--- config.mk ---
export PLATFORM = sky130hd
export DESIGN_NAME = alu_share_ctrl
export DESIGN_NICKNAME = d
export VERILOG_FILES = /design/src/rtl/alu_share_pkg.sv /design/src/rtl/alu_share_ctrl_rr_arb2.sv /design/src/rtl/alu_share_ctrl.sv
export SDC_FILE = /design/constraint.sdc
export NUM_CORES = 1
export LEC_CHECK = 0
export ABC_CLOCK_PERIOD_IN_PS = 5230
export CAP_MARGIN = 20
export CORE_ASPECT_RATIO = 1.5
export CORE_MARGIN = 4
export CORE_UTILIZATION = 42
export CTS_CLUSTER_SIZE = 30
export DETAILED_ROUTE_END_ITERATION = 7
export PLACE_DENSITY = 0.87
export SLEW_MARGIN = 10
export SYNTH_ARGS = -nofsm -noshare
export SYNTH_HDL_FRONTEND = slang
export SYNTH_SLANG_ARGS = --single-unit
export TNS_END_PERCENT = 50
--- constraint.sdc ---
create_clock -name clk -period 5.23 [get_ports clk]
set_input_delay 1.569 -clock clk [delete_from_list [all_inputs] [get_ports clk]]
set_output_delay 1.569 -clock clk [all_outputs]
set_load 0.005 [all_outputs]
--- src/rtl/alu_share_pkg.sv ---
// rtl/alu_share_pkg.sv - opcodes, controller states and settle-time lookup for alu_share_ctrl
package alu_share_pkg;

    localparam logic [2:0] OP_AND = 3'd0;
    localparam logic [2:0] OP_OR  = 3'd1;
    localparam logic [2:0] OP_ADD = 3'd2;
    localparam logic [2:0] OP_NOT = 3'd3;
    localparam logic [2:0] OP_NEG = 3'd4;
    localparam logic [2:0] OP_SUB = 3'd5;
    localparam logic [2:0] OP_MUL = 3'd6;
    localparam logic [2:0] OP_CMP = 3'd7;

    // Requester identity as stored in last_grant / grantee
    localparam logic GNT_A = 1'b0;
    localparam logic GNT_B = 1'b1;

    typedef enum logic [1:0] {
        IDLE = 2'd0,
        WAIT = 2'd1,
        RESP = 2'd2
    } state_t;

    function automatic logic [3:0] lat_of(
        input logic [2:0] op,
        input logic [3:0] lat_logic,
        input logic [3:0] lat_add,
        input logic [3:0] lat_mul,
        input logic [3:0] lat_cmp
    );
        logic [3:0] lat;
        case (op)
            OP_AND, OP_OR, OP_NOT:  lat = lat_logic;
            OP_ADD, OP_NEG, OP_SUB: lat = lat_add;
            OP_MUL:                 lat = lat_mul;
            default:                lat = lat_cmp;
        endcase
        return lat;
    endfunction

endpackage

--- src/rtl/alu_share_ctrl_rr_arb2.sv ---
// rtl/alu_share_ctrl_rr_arb2.sv - two-way round-robin arbiter, bit 0 = A, bit 1 = B
module rr_arb2 (
    input  logic [1:0] req,
    input  logic       last_grant,
    output logic [1:0] grant,
    output logic       gnt_valid
);

    always_comb begin
        grant = req;
        // On contention the requester that was not served last wins
        if (req == 2'b11) begin
            grant = last_grant ? 2'b01 : 2'b10;
        end
        gnt_valid = |req;
    end

endmodule

--- src/rtl/alu_share_ctrl.sv ---
// rtl/alu_share_ctrl.sv - shares one combinational ALU between requesters A and B with per-op settle time
module alu_share_ctrl
    import alu_share_pkg::*;
#(
    parameter int LAT_LOGIC = 1,
    parameter int LAT_ADD   = 2,
    parameter int LAT_MUL   = 4,
    parameter int LAT_CMP   = 2
) (
    input  logic        clk,
    input  logic        rst_n,
    input  logic        a_req_valid,
    output logic        a_req_ready,
    input  logic [2:0]  a_op,
    input  logic [31:0] a_x,
    input  logic [31:0] a_y,
    output logic        a_rsp_valid,
    input  logic        a_rsp_ready,
    input  logic        b_req_valid,
    output logic        b_req_ready,
    input  logic [2:0]  b_op,
    input  logic [31:0] b_x,
    input  logic [31:0] b_y,
    output logic        b_rsp_valid,
    input  logic        b_rsp_ready,
    output logic [31:0] rsp_data,
    output logic [31:0] alu_in1,
    output logic [31:0] alu_in2,
    output logic [2:0]  alu_choice,
    input  logic [31:0] alu_result,
    output logic        busy
);

    state_t      state, state_next;
    logic        last_grant;
    logic        grantee;
    logic [3:0]  cnt;
    logic [1:0]  grant;
    logic        gnt_valid;
    logic        accept;
    logic        rsp_hs;
    logic        sel_b;
    logic [2:0]  sel_op;
    logic [31:0] sel_x;
    logic [31:0] sel_y;

    rr_arb2 u_arb (
        .req        ({b_req_valid, a_req_valid}),
        .last_grant (last_grant),
        .grant      (grant),
        .gnt_valid  (gnt_valid)
    );

    // Ready is held low while reset is asserted even though state already reads IDLE
    assign a_req_ready = rst_n && (state == IDLE) && grant[0];
    assign b_req_ready = rst_n && (state == IDLE) && grant[1];
    assign accept      = rst_n && (state == IDLE) && gnt_valid;

    assign sel_b  = grant[1];
    assign sel_op = sel_b ? b_op : a_op;
    assign sel_x  = sel_b ? b_x  : a_x;
    assign sel_y  = sel_b ? b_y  : a_y;

    assign a_rsp_valid = (state == RESP) && (grantee == GNT_A);
    assign b_rsp_valid = (state == RESP) && (grantee == GNT_B);
    assign rsp_hs      = (state == RESP) && ((grantee == GNT_B) ? b_rsp_ready : a_rsp_ready);
    assign busy        = (state != IDLE);

    always_ff @(posedge clk or negedge rst_n) begin
        if (!rst_n) begin
            state <= IDLE;
        end else begin
            state <= state_next;
        end
    end

    always_comb begin
        state_next = state;
        case (state)
            IDLE:    if (accept) state_next = WAIT;
            WAIT:    if (cnt == 4'd0) state_next = RESP;
            RESP:    if (rsp_hs) state_next = IDLE;
            default: state_next = IDLE;
        endcase
    end

    always_ff @(posedge clk or negedge rst_n) begin
        if (!rst_n) begin
            last_grant <= GNT_B;
            grantee    <= GNT_A;
            cnt        <= 4'd0;
            rsp_data   <= '0;
            alu_in1    <= '0;
            alu_in2    <= '0;
            alu_choice <= '0;
        end else begin
            case (state)
                IDLE: begin
                    if (accept) begin
                        grantee    <= sel_b;
                        alu_choice <= sel_op;
                        cnt        <= lat_of(sel_op, 4'(LAT_LOGIC), 4'(LAT_ADD),
                                             4'(LAT_MUL), 4'(LAT_CMP)) - 4'd1;
                        // MUL16 multiplies the low halves only; unary ops see a zero second operand
                        case (sel_op)
                            OP_MUL: begin
                                alu_in1 <= {16'b0, sel_x[15:0]};
                                alu_in2 <= {16'b0, sel_y[15:0]};
                            end
                            OP_NOT, OP_NEG: begin
                                alu_in1 <= sel_x;
                                alu_in2 <= '0;
                            end
                            default: begin
                                alu_in1 <= sel_x;
                                alu_in2 <= sel_y;
                            end
                        endcase
                    end
                end
                WAIT: begin
                    if (cnt != 4'd0) begin
                        cnt <= cnt - 4'd1;
                    end else begin
                        rsp_data <= alu_result;
                    end
                end
                RESP: begin
                    if (rsp_hs) begin
                        last_grant <= grantee;
                    end
                end
                default: ;
            endcase
        end
    end

endmodule

==> Yosys cells after proc, flatten, opt, wreduce, memory -nomap -nowiden <==
Index checks and enable logic that the tools add are counted.
{ "word_totals": {"romBits": 0, "elab_cells": 62, "n_memories": 0, "output_inout_bits": 104, "reg_bits": 107, "latchBits": 0, "ramBits": 0} }
{ "op_classes": {"mux": 18, "bitwise": 2, "n_lt_le_gt_ge": 0, "n_addsub": 2, "shift": 0, "reduce_logical": 21, "n_eq_ne": 11, "div": 0, "multipliers": 0} }
{ "op_table": {"columns": ["operator", "n"], "rows": [
  ["32-bit 2-to-1 mux", 3],
  ["32-bit one-hot mux with 2 select lines", 1],
  ["4-bit 2-to-1 mux", 4],
  ["2-bit 2-to-1 mux", 5],
  ["2-bit inequality test, second input constant", 4],
  ["4-bit one-hot mux with 2 select lines", 1],
  ["4-bit by 1-bit subtractor with 4-bit output, second input constant", 2],
  ["1-bit logical AND", 7],
  ["3-bit equality test, second input constant", 2],
  ["2-bit one-hot mux with 3 select lines", 1],
  ["3-bit one-hot mux with 2 select lines", 1],
  ["2-bit AND reduction", 3],
  ["3-bit AND reduction", 2],
  ["2-bit equality test, second input constant", 2],
  ["4-bit zero test", 1],
  ["2-bit nonzero test", 2],
  ["4-bit nonzero test", 1],
  ["2-bit OR reduction", 2],
  ["3-bit by 1-bit equality test with 1-bit output, second input constant", 1],
  ["3-bit by 2-bit equality test with 1-bit output, second input constant", 1],
  ["3-bit zero test", 1],
  ["3-bit 2-to-1 mux", 1],
  ["3-bit OR reduction", 1],
  ["2-bit by 1-bit equality test with 1-bit output, second input constant", 1],
  ["3 further kinds", 4]
]} }

==> Longest topological paths before layout <==
{ "logic_depth": {"word_depth": 11, "depth_mapped": 8} }

==> Hierarchy <==
A second synthesis with hierarchy kept.
{ "hier_totals": {"cells_unflattened": 423, "area_unflattened_um2": 4858.4} }
{ "by_module_without_submodules": {"columns": ["mod", "area_each_um2", "n_inst", "cells_per_inst"], "rows": [
  ["alu_share_ctrl", 4833.4, 1, 419],
  ["rr_arb2", 25.0, 1, 4]
]} }

==> Worst setup path after synthesis <==
No wires, ideal clock.
{ "synth_path": {"path_kind": "input to output", "start": "input port b_req_valid", "end": "output port b_req_ready", "cell_stages": 4, "n_path_buf": 2, "slack_ps": 1367, "t_arrival_ps": 2294, "path_cell_list": "a21boi_2 > buf_6 > buf_2 > and2_1"} }
{ "synth_between": {"elab_chain_cells": 3} }
{ "synth_lines": {"columns": ["element", "line", "source"], "rows": [
  ["from (decl)", "alu_share_ctrl.sv:19", "input logic b_req_valid,"],
  ["2-bit equality test", "alu_share_ctrl_rr_arb2.sv:12", "if (req == 2'b11) begin"],
  ["2-bit 2-to-1 mux (*)", "alu_share_ctrl_rr_arb2.sv:12", null],
  ["1-bit logical AND (*)", "alu_share_ctrl.sv:56", "assign b_req_ready = rst_n && (state == IDLE) && grant[1];"],
  ["to (decl)", "alu_share_ctrl.sv:20", "output logic b_req_ready,"]
]} }
Every way passes the cells marked *; elsewhere a longest branch is shown, timed or not.

==> Final worst setup path <==
Ends and elaborated chain as after synthesis.

==> results.ini <==
[clock_network]
cts.sink_count = 107
cts_tree = done
cts.repair.resized = 0
cts_hold_buf = 0
post-cts-setup-buffers = 0
clockBufferDepth = 2
clockRootBuffer = clkbuf_16
htree_levels = 3
path_clk_slew_ns = 0.07
clock_latency_ns = 0.34
cts_buffers = 9

[min_path]
min_to = alu_in2[28]
worstHoldStart = alu_in2[28]
hp-class = flip-flop to flip-flop
hold_depth = 2

[place]
numPortBuffers = 275
hpwl_um = 12200
dp.cells = 826
finalWeightedCongestion = 0.813

[worst_setup_path]
worstReg2RegEnd = alu_in2[20]
crit_fanout = 3
end_kind = output pin
reg2reg_from = last_grant
r2r_cells = 6
start_kind = input port
arrival_ns = 3.01
r2r_slack_ns = 2.90
worst_ep_required_time_ns = 3.66
crit_type = input port to output pin

[power]
power_density_nw_per_um2 = 473
fin_total_pwr_mw = 3.82
ir_drop_v = 0.000208
p_leak_nw = 3.51

[die]
core_region_area_um2 = 11200
num_rows = 47
ios = 276
die_w_um = 96.0
die_h_um = 140
die_area_um2 = 13400
initial_core_util_pct = 43.6

[logic_synthesis]
yosysTopAreaCellShare_pct = 54.4
synth_area_um2 = 4880
synth_cell_type_count = 34
ys_seq_area_share_pct = 54.9
syn_area_per_cell_um2 = 11.6
syn_inst = 422
synthTopCellsByArea = dfrtp_1 (54%), mux2i_1 (14%), mux2_2 (8.1%)
synth_top_cell_by_area = dfrtp_1
ys_ff_latch = 107
synth_nets = 595
yosysWarnings = 0

[detailed_routing]
drc = 0
drt-initial-drc-count = 140
drt_wl_total_um = 15000
num_vias = 4233
first_pass_iters = 4
final_antenna_net_count = 0
viasPerCell = 5.03
wl_per_cell_um = 17.9

[timing]
timing.fmax_ghz = 0.219
drv_slew = 0
fin_crit_ns = 4.58
worstMarginPinSlew_ns = 0.915
timing.setup.tns_ns = 0
hold_ws_ns = 0.475
skew_ns = 0.00870
rsz0062_at_grt = false
slew_headroom_pct = 39.0
finalHoldViolCount = 0
setup_violations = 0
post-route-period-util_pct = 87.5

[cells_and_area]
drive_gt1_share_pct = 11.1
finalNonFillerCells = 842
nNetsFinal = 863
utilization_pct = 72.3
area_growth_syn_to_layout_pct = 65.6
antenna_cells = 0

[global_routing]
grt_pass1_wl_um = 23000
grt_overflow_total = 0
gr-usage-all-layers_pct = 22.2
grt_antenna_before_repair = 0
grt_pass1_vias = 4573
grt_max_degree = 72

[run]
maxCapViolCount = 0

[run_status]
status = finished, final reports clean

==> sequential cells by signal, summed over array words and instances (netlist names) <==
signal	count
state	2
alu_in2	32
alu_choice	3
grantee	1
alu_in1	32
rsp_data	32
cnt	4
last_grant	1
==> routing by layer <==
layer	vias up	share of wire [%]	wire length, um	track usage, %
li1	2018	-	-	-
met1	2018	34	5090	23.2
met2	172	56	8360	41.8
met3	25	7.9	1190	5.53
met4	0	2.7	405	7.80
met5	-	0	0	0
==> cells by family (layout without fill, tap and decap cells) <==
| family | after synthesis | in the layout | synth area share (%) |
|---|---|---|---|
| multiplexers | 106 | 106 | 22.7 |
| flip-flops | 107 | 107 | 54.9 |
| adder cells (fa/ha/maj) | 1 | 1 | 0.257 |
| XOR/XNOR | 3 | 3 | 0.539 |
| AO/OA/AOI/OAI | 82 | 82 | 10.4 |
| AND/OR/NAND/NOR | 95 | 95 | 8.47 |
| buffers and inverters | 28 | 301 | 2.72 |
==> cell type report <==
class / count / area, um2
Inverter: 2 / 7.51
Clock buffer: 9 / 225
Multi-Input combinational cell: 287 / 2080
Fill cell: 825 / 3100
Sequential cell: 107 / 2680
Timing Repair Buffer: 283 / 2810
Tap cell: 147 / 184
Clock inverter: 7 / 83.8
==> placed cells by master (no fill, tap or decap), types with 3 or more instances in the layout <==
master / netlist / final
buf_4: 0 / 9
clkdlybuf4s50_1: 0 / 274
dfrtp_1: 106 / 106
nor2_1: 6 / 6
a21oi_1: 5 / 5
o31ai_1: 16 / 16
nor3b_1: 3 / 3
clkbuf_16: 0 / 9
o21ai_0: 43 / 43
and2_1: 3 / 3
nand2_1: 70 / 70
nand2b_1: 3 / 3
mux2_2: 35 / 35
mux2i_1: 70 / 70
o21ai_2: 10 / 10
==> power breakdown <==
part	total (mW)	switching [mW]	leakage (nW)	internal, mW
registers	1.43	0.214	1.31	1.21
clock network	0.695	0.315	0.149	0.380
logic	1.69	0.640	2.05	1.06
==> per-stage QoR <==
step	cell area [um2]	setup slack (ns)
final	8070	0.654
after global routing	8070	0.566
after CTS	8070	0.634
after detailed placement	7760	0.637
after global placement	7760	0.662
after floorplan	4880	1.37
==> worst max path at each step <==
stage / startpoint / end / slack (ns) / cells past startpoint
4_1_cts: rst_n / a_req_ready / 0.63 / 5
5_1_grt: b_req_valid / b_req_ready / 0.57 / 4
3_3_place_gp: rst_n / a_req_ready / 0.66 / 5
3_5_place_dp: rst_n / a_req_ready / 0.64 / 5
2_1_floorplan: b_req_valid / b_req_ready / 1.37 / 4
6_report: b_req_valid / b_req_ready / 0.65 / 4
==> critical path, cell delays in order <==
cell	delay [ns]
clkdlybuf4s50_1	0.55
a21boi_4	0.20
and2_1	0.16
clkdlybuf4s50_1	0.53
==> synthesized netlist by cell type <==
master / count
nor2_1: 6
nand3b_1: 2
nor2b_1: 2
a21boi_2: 1
or3_1: 1
nand3_1: 1
a21o_1: 1
o21ai_1: 2
dfrtp_1: 106
nor3_1: 1
buf_2: 10
mux2_2: 35
mux2i_1: 70
dfstp_2: 1
o21ai_0: 43
inv_1: 2
xnor2_1: 2
ha_1: 1
a31o_2: 2
nand2_1: 70
and2_1: 3
o31ai_1: 16
o21ai_2: 10
nor3b_1: 3
nand2b_1: 3
buf_6: 2
a31oi_1: 2
mux2_1: 1
xor2_1: 1
nor4_1: 1
clkbuf_1: 14
or2_2: 1
or3b_4: 1
a21oi_1: 5
Note: power is estimated with default switching activity, not from simulation.
